File: config.mk
export PLATFORM = sky130hd
export DESIGN_NAME = icebus_frame_receiver
export DESIGN_NICKNAME = d
export VERILOG_FILES = /design/src/rtl/icebus_frame_receiver.sv
export SDC_FILE = /design/constraint.sdc
export NUM_CORES = 1
export LEC_CHECK = 0
export BUFFER_PORTS_ARGS = -buffer_cell sky130_fd_sc_hd__buf_2
export CAP_MARGIN = 5
export CORE_ASPECT_RATIO = 0.75
export CORE_MARGIN = 2
export CORE_UTILIZATION = 62
export DETAILED_ROUTE_END_ITERATION = 10
export PLACE_DENSITY = 0.93
export SYNTH_ARGS = -nofsm -noshare
export SYNTH_HDL_FRONTEND = slang
export SYNTH_SLANG_ARGS = --single-unit
File: constraint.sdc
create_clock -name clk -period 3.8 [get_ports clk]
set_input_delay 0.19 -clock clk [delete_from_list [all_inputs] [get_ports clk]]
set_output_delay 0.19 -clock clk [all_outputs]
set_load 0.02 [all_outputs]
File: src/rtl/icebus_frame_receiver.sv
// icebus_frame_receiver: decodes 9-byte motor-command frames from a UART byte
// stream and updates the setpoint / control mode for one motor.
//
// Frame: 0x55 0xAA motor_id cmd P3 P2 P1 P0 crc8(poly 0x07 over motor_id..P0)
//
// Ports:
//   clk                  rising-edge clock
//   reset                synchronous active-low reset
//   rx_data / rx_valid   received byte and its one-cycle strobe
//   setpoint             last accepted signed setpoint (cmd 0x01)
//   control_mode         last accepted control mode (cmd 0x02, P0)
//   setpoint_update      one-cycle pulse when setpoint is written
//   control_mode_update  one-cycle pulse when control_mode is written
//   frame_count          valid frames addressed to MOTOR_ID (saturating)
//   crc_error_count      frames failing CRC, any motor_id (saturating)
//   timeout_count        frames abandoned on an inter-byte gap (saturating)
module icebus_frame_receiver #(
  parameter logic [7:0]  MOTOR_ID      = 8'h00,
  parameter int unsigned CLOCK_FREQ_HZ = 50_000_000,
  parameter int unsigned BAUDRATE      = 115200
) (
  input  logic               clk,
  input  logic               reset,
  input  logic [7:0]         rx_data,
  input  logic               rx_valid,
  output logic signed [31:0] setpoint,
  output logic [7:0]         control_mode,
  output logic               setpoint_update,
  output logic               control_mode_update,
  output logic [15:0]        frame_count,
  output logic [15:0]        crc_error_count,
  output logic [15:0]        timeout_count
);

  // Two byte times (10 bits each) of silence abandons a partial frame.
  localparam longint unsigned TIMEOUT_L      = (64'(20) * 64'(CLOCK_FREQ_HZ)) / 64'(BAUDRATE);
  localparam int unsigned     TIMEOUT_CYCLES = 32'(TIMEOUT_L);
  localparam int unsigned     GAP_W          = $clog2(TIMEOUT_CYCLES + 1);

  typedef enum logic [2:0] {
    S_HUNT0,
    S_HUNT1,
    S_ID,
    S_CMD,
    S_PAY,
    S_CRC
  } state_t;

  state_t             state_q, state_d;
  logic [GAP_W-1:0]   gap_q, gap_d;
  logic [7:0]         crc_q, crc_d;
  logic [7:0]         id_q, id_d;
  logic [7:0]         cmd_q, cmd_d;
  logic [31:0]        pay_q, pay_d;
  logic [1:0]         pay_cnt_q, pay_cnt_d;
  logic signed [31:0] setpoint_q, setpoint_d;
  logic [7:0]         control_mode_q, control_mode_d;
  logic               setpoint_update_q, setpoint_update_d;
  logic               control_mode_update_q, control_mode_update_d;
  logic [15:0]        frame_count_q, frame_count_d;
  logic [15:0]        crc_error_count_q, crc_error_count_d;
  logic [15:0]        timeout_count_q, timeout_count_d;
  logic               timeout_fire;
  state_t             cur_state;

  // One byte of MSB-first CRC-8, polynomial x^8+x^2+x+1.
  function automatic logic [7:0] crc8_step(input logic [7:0] crc, input logic [7:0] data);
    logic [7:0] c;
    c = crc ^ data;
    for (int i = 0; i < 8; i++) begin
      c = c[7] ? ({c[6:0], 1'b0} ^ 8'h07) : {c[6:0], 1'b0};
    end
    return c;
  endfunction

  function automatic logic [15:0] sat_inc(input logic [15:0] v);
    return (v == 16'hFFFF) ? v : v + 16'd1;
  endfunction

  // State register and datapath flops.
  always_ff @(posedge clk) begin
    if (!reset) begin
      state_q               <= S_HUNT0;
      gap_q                 <= '0;
      crc_q                 <= '0;
      id_q                  <= '0;
      cmd_q                 <= '0;
      pay_q                 <= '0;
      pay_cnt_q             <= '0;
      setpoint_q            <= '0;
      control_mode_q        <= '0;
      setpoint_update_q     <= 1'b0;
      control_mode_update_q <= 1'b0;
      frame_count_q         <= '0;
      crc_error_count_q     <= '0;
      timeout_count_q       <= '0;
    end else begin
      state_q               <= state_d;
      gap_q                 <= gap_d;
      crc_q                 <= crc_d;
      id_q                  <= id_d;
      cmd_q                 <= cmd_d;
      pay_q                 <= pay_d;
      pay_cnt_q             <= pay_cnt_d;
      setpoint_q            <= setpoint_d;
      control_mode_q        <= control_mode_d;
      setpoint_update_q     <= setpoint_update_d;
      control_mode_update_q <= control_mode_update_d;
      frame_count_q         <= frame_count_d;
      crc_error_count_q     <= crc_error_count_d;
      timeout_count_q       <= timeout_count_d;
    end
  end

  // Next-state, frame assembly and output update.
  always_comb begin
    state_d               = state_q;
    crc_d                 = crc_q;
    id_d                  = id_q;
    cmd_d                 = cmd_q;
    pay_d                 = pay_q;
    pay_cnt_d             = pay_cnt_q;
    setpoint_d            = setpoint_q;
    control_mode_d        = control_mode_q;
    setpoint_update_d     = 1'b0;
    control_mode_update_d = 1'b0;
    frame_count_d         = frame_count_q;
    crc_error_count_d     = crc_error_count_q;
    timeout_count_d       = timeout_count_q;

    // Gap counter saturates so it never wraps back under the threshold.
    if (rx_valid) begin
      gap_d = '0;
    end else if (gap_q >= GAP_W'(TIMEOUT_CYCLES)) begin
      gap_d = gap_q;
    end else begin
      gap_d = gap_q + GAP_W'(1);
    end

    // A timeout drops to HUNT0 first; a byte arriving that cycle is hunted on.
    timeout_fire = (state_q != S_HUNT0) && (state_q != S_HUNT1) &&
                   (gap_q >= GAP_W'(TIMEOUT_CYCLES));
    cur_state    = state_q;
    if (timeout_fire) begin
      cur_state       = S_HUNT0;
      state_d         = S_HUNT0;
      timeout_count_d = sat_inc(timeout_count_q);
    end

    if (rx_valid) begin
      unique case (cur_state)
        S_HUNT0: begin
          if (rx_data == 8'h55) state_d = S_HUNT1;
        end
        S_HUNT1: begin
          if (rx_data == 8'hAA)      state_d = S_ID;
          else if (rx_data == 8'h55) state_d = S_HUNT1;
          else                       state_d = S_HUNT0;
        end
        S_ID: begin
          id_d    = rx_data;
          crc_d   = crc8_step(8'h00, rx_data);
          state_d = S_CMD;
        end
        S_CMD: begin
          cmd_d     = rx_data;
          crc_d     = crc8_step(crc_q, rx_data);
          pay_cnt_d = '0;
          state_d   = S_PAY;
        end
        S_PAY: begin
          pay_d     = {pay_q[23:0], rx_data};
          crc_d     = crc8_step(crc_q, rx_data);
          pay_cnt_d = pay_cnt_q + 2'd1;
          if (pay_cnt_q == 2'd3) state_d = S_CRC;
        end
        S_CRC: begin
          state_d = S_HUNT0;
          if (crc_q != rx_data) begin
            crc_error_count_d = sat_inc(crc_error_count_q);
          end else if (id_q == MOTOR_ID) begin
            frame_count_d = sat_inc(frame_count_q);
            if (cmd_q == 8'h01) begin
              setpoint_d        = $signed(pay_q);
              setpoint_update_d = 1'b1;
            end else if (cmd_q == 8'h02) begin
              control_mode_d        = pay_q[7:0];
              control_mode_update_d = 1'b1;
            end
          end
        end
        default: state_d = S_HUNT0;
      endcase
    end
  end

  assign setpoint            = setpoint_q;
  assign control_mode        = control_mode_q;
  assign setpoint_update     = setpoint_update_q;
  assign control_mode_update = control_mode_update_q;
  assign frame_count         = frame_count_q;
  assign crc_error_count     = crc_error_count_q;
  assign timeout_count       = timeout_count_q;

endmodule

======== Word level (Yosys, flattened, before mapping) ========
Index checks and enable logic that the tools add are counted.
cells by class
  $add $sub $neg .......................... 5
  order comparisons ....................... 1
  equality and inequality tests ........... 15
  muxes and demuxes ....................... 27
  bitwise logic cells ..................... 26
  reduce and logical (&&, ||, !) cells .... 21
operator list
  kind                                            count
  two-way mux 3 bit                               20
  adder 16 x 1 -> 16 bit (second input constant)  3
  == test 16 bit (second input constant)          3
  NOT 3 bit                                       16
  one-hot mux 8 bit (2 select lines)              1
  one-hot mux 3 bit (5 select lines)              1
  adder 14 x 1 -> 14 bit (second input constant)  1
  >= comparator 14 bit (second input constant)    1
  AND reduction 2 bit                             6
  AND reduction 5 bit                             2
  NOT 1 bit                                       9
  == test 8 x 1 -> 1 bit (second input constant)  1
  == test 8 x 2 -> 1 bit (second input constant)  1
  == test 8 x 7 -> 1 bit (second input constant)  1
  == test 8 bit (second input constant)           1
  zero test 8 bit                                 1
  != test 8 bit                                   1
  bitwise XOR 8 bit                               1
  == test 3 x 2 -> 1 bit (second input constant)  2
  == test 3 bit (second input constant)           2
  AND reduction 6 bit                             1
  OR reduction 6 bit                              1
  OR reduction 5 bit                              1
  one-hot mux 2 bit (2 select lines)              1
  12 further kinds                                17
storage, ports and cells
  flip-flop bits (word level) ............. 165
  logic and storage cells ................. 109

======== Longest topological paths before layout ========
  depth after elaboration ................. 18
  depth in mapped cells ................... 11
  mapped depth without buffers ............ 7

======== Worst setup path before layout ========
Ideal clock, no wire load.
  kind .................................... register -> register
  start point ............................. reg crc_q[6]
  end point ............................... reg setpoint_q[0], in the netlist setpoint[0]
  setup time .............................. 0.125 ns
  arrival time ............................ 2.001 ns
  required time ........................... 3.675 ns
  setup slack ............................. 1.673 ns
  cell stages (with the launch flop) ...... 11
  path buffers ............................ 3
  cells stage by stage .................... dfxtp_1 -> clkbuf_1 -> xnor2_1 -> ha_1 -> nand3_1 -> nor3_1 -> buf_2 -> and3_1 -> buf_2 -> nand3_2 -> mux2i_1
between the ends
  longest elaborated chain between the ends .. 3
ends and longest elaborated chain
  what                                  RTL line  text
  from (decl)                           51        logic [7:0] crc_q, crc_d;
  from (signal assigned)                100       crc_q <= crc_d;
  != test 8 bit                         179       if (crc_q != rx_data) begin
  NOT 1 bit (no source line)            n/a
  AND reduction 5 bit (no source line)  n/a
  to (signal assigned)                  105       setpoint_q <= setpoint_d;
  to (decl)                             56        logic signed [31:0] setpoint_q, setpoint_d;
Every way passes these cells.
A chain may end at the register's enable or synchronous reset.

======== Final worst setup path ========
  start point ............................. reg crc_q[7]
  end point ............................... reg control_mode_q[1], in the netlist control_mode[1]
between the ends
  longest elaborated chain between the ends .. 3
ends and longest elaborated chain
  what                                  RTL line  text
  != test 8 bit                         179
  NOT 1 bit (no source line)            n/a
  AND reduction 6 bit (no source line)  n/a
  to (signal assigned)                  106       control_mode_q <= control_mode_d;
  to (decl)                             57        logic [7:0] control_mode_q, control_mode_d;
Every way passes these cells.

==> impl_results.md <==
- Outcome: complete, no violations
- Most frequent cells in the layout: 165 x dfxtp_1, 112 x nand2_1, 100 x buf_2, 98 x a21oi_1, 53 x nor2_1
- Switching Power: 0.832 mW
- Syn nets: 918
- Num rows: 35
- Worst reg2reg startpoint: crc_q[7]
- HP Class: primary input to register
- Grt ovf: 0
- CP arrival: 3180 ps
- Final period util: approximately 76%
- Clock slew at reported path FFs: 70 ps
- Post-CTS Setup Bufs: 0
- Switch share: 23.1%
- Hpwl dp: 12.2 mm
- Clock latency on the worst-skew pair: 430 ps
- Worst Setup End Kind: register
- Placed instance count: roughly 1100
- Worst r2r path cells: 8
- Diode count: 0
- Hold path depth: 3
- Min Hold Slack: 75.6 ps
- Post-Layout Cell Count: between 1000 and 1500
- Critical path peak fanout: 32
- Power Density: 411 nW/um^2
- WL final: around 19 mm
- Asr flop ratio synth: 0%
- Reg2reg end: control_mode[1]
- IO buf count: 100
- Yosys cell types: 61
- Starting DRC count in detailed routing: 733
- Filler cells: 865
- DRC viols: 0
- Critical Path Source Type: register
- 1st-pass router iterations: 5
- Share of cells above drive strength 1: 16.0%
- Final setup fails: 0
- Worst path top cell family by delay: simple AND/OR/NAND/NOR gates
- IO Count: 101
- CTS H-tree lvls: 4
- Clock Skew: about 8.5 ps
- Fin crit period: ~2900 ps
- GRT Total Usage: ~30%
- P_leak: roughly 3.6 nW
- Max-slew violation count: 0
- Largest net degree at the start of global routing: 87
- Via count: 7013
- Hold EP: pay_q[4]
- WS Path Type: register to register
- Clock buffer depth: 2
- Vias per std cell: 6.15
- Hold path start: rx_data[4]
- Worst EP required: around 4100 ps
- Area Overhead vs Synth: 15.0%
- EDFF count, synth: 0
- Total power: 3.60 mW
- Net count, final: 988
- Initial antenna violation count: 0
- VDD IR max: around 0.34 mV
- Die H: 100 um
- Clock tree sinks: 165
- Max Cap Viol: 0
- Cell Area, Synth: 7630 um^2
- Chip width: approximately 130 um
- Vias in the first global route: 6337
- Post-CTS sizing: 0
- Wire length per cell: 17.0 um
- Core Region: between 10000 and 15000 um^2
- Max_slew headroom: 40.6%
- Cell Chain, Critical Path: xnor2_1, ha_1, nand3_1, nor3_1, buf_4, nand3_2, or3_1, mux2i_1
- Syn avg cell area: 8.55 um^2
- #FFs+latches synth: around 170
- Bufs and invs on worst path: 1
- Setup slack, reg-to-reg: a little over 900 ps
- Fmax: 0.346 GHz
- Die ar.: 13200 um^2
- Placer Congestion: 0.878
- CTS root buffer: clkbuf_16
- Antenna Nets Post-Route: 0
- First-pass GRT wire length: 31.5 mm
- Combinational Power Share: 3.1%
- Setup_tns: 0 ps
- WP depth: 8
- Synth Instances: 892
- Most common cell after layout, fill and taps aside: dfxtp_1
- RSZ-0062 raised after global routing: false
- Num CTS Buffers: 17
- Reg power frac: 48.1%
- Seq/Total Area, Yosys: 43.3%
- Clock network fraction of total power: 48.9%
- Fin util: 72.3%
- Least-Margin Pin Slew: ~890 ps
- Top FF cell, synth: dfxtp_1
- Synth Warn #: 0
- Initial Utilization: 62.9%
- CP max stage cell: or3_1
- Final Hold Viols: 0
- Max incr delay on CP: 760 ps
- CTS tree: done
- Int Power: 2.77 mW
- CTS Hold Bufs: 0
==> cell type report <==
cell class              count  area [um^2]  share of cell area, %
clock buffers              18          439                   5.01
clock inverters            14          165                   1.88
inverters                  22         83.8                  0.956
multi-input cells         646         4000                   45.6
flip-flops and latches    165         3300                   37.6
well taps                 166          208                   2.37
repair buffers            110          576                   6.56
==> logic make-up (layout without fill, tap and decap cells) <==
kind of cell | count (synthesis) | after routing | share of synthesized area [%]
and+or+nand+nor | 348 | 348 | 23.7
AOI/OAI and AO/OA | 185 | 185 | 14.1
DFF | 165 | 165 | 43.3
buffers and inverters | 81 | 164 | 4.25
xor gates and xnor gates | 56 | 56 | 6.63
muxes | 42 | 42 | 5.51
adders and majority gates | 15 | 15 | 2.46
==> per-stage QoR <==
| step | cell area, um^2 | setup slack (ps) |
|---|---|---|
| 2_1_floorplan | 7630 | 1670 |
| 3_5_place_dp | 8170 | 1000 |
| 5_1_grt | 8770 | 723 |
| 4_1_cts | 8770 | 948 |
| 6_report | 8770 | 911 |
| 3_3_place_gp | 8170 | 1110 |
==> sequential cells by signal, indices dropped and copies added (netlist names) <==
register             count
pay_q                   32
setpoint                32
crc_error_count         16
frame_count             16
timeout_count           16
gap_q                   14
cmd_q                    8
control_mode             8
crc_q                    8
id_q                     8
state_q                  3
pay_cnt_q                2
control_mode_update      1
setpoint_update          1
==> how the worst max path moves through the flow <==
| stage | startpoint | to | slack (ps) |
|---|---|---|---|
| floorplan | crc_q[6] | setpoint[0] | 1670 |
| global placement | gap_q[9] | control_mode[4] | 1110 |
| detailed placement | crc_q[6] | control_mode[5] | 1000 |
| CTS | crc_q[6] | control_mode[1] | 950 |
| global route | crc_q[6] | control_mode[7] | 720 |
| finish | crc_q[7] | control_mode[1] | 910 |
==> cells in the mapped netlist, types with 2 or more instances <==
cell	count	area, um^2
xnor2_1	40	350
a21oi_1	98	490
a32oi_1	2	17.5
nand2_1	112	420
nor2_1	53	199
a21o_1	6	45.0
and2_1	3	18.8
a41oi_1	2	17.5
nand3_2	2	20.0
o211ai_1	2	15.0
nand4_1	41	257
o21a_1	2	15.0
nand3_1	37	185
nand2b_1	7	43.8
and4_1	9	78.8
ha_1	15	188
nor3_1	12	60.1
or4_1	12	90.1
nand3b_1	3	22.5
or3_1	16	100
dfxtp_1	165	3300
nand4b_1	2	17.5
nor4_1	7	43.8
xor2_1	15	131
a211oi_1	2	15.0
nor2b_1	4	25.0
or2_2	2	12.5
clkbuf_1	48	180
mux2i_1	42	420
and3_1	15	93.8
o31ai_1	9	67.6
o21ai_0	49	245
buf_2	10	50.1
inv_1	21	78.8
==> power by group through the flow <==
stage,Clock [mW],Combinational (mW),Sequential [mW]
global placement,0,0.103,1.77
global route,1.84,0.118,1.73
detailed placement,0,0.105,1.77
finish,1.76,0.110,1.73
CTS,1.76,0.107,1.73
floorplan,0,0.0812,1.77
==> metal layers <==
layer / wire length (um) / part of all wire (%) / vias to the layer above / track usage [%]
li1: - / - / 3310 / -
met1: 8550 / 44 / 3309 / 40.4
met2: 8820 / 46 / 340 / 46.0
met3: 1520 / 7.9 / 54 / 4.60
met4: 474 / 2.4 / 0 / 13.1
met5: 0 / 0 / - / 0
==> worst register-to-register path, delay by kind of cell (launching register included) <==
family	cells	cell delay [ps]
xor gates and xnor gates	1	170
adders and majority gates	1	170
buffers and inverters	1	260
DFF	1	440
muxes	1	210
and+or+nand+nor	4	1500
No activity file was read; power rests on OpenSTA's default activity.
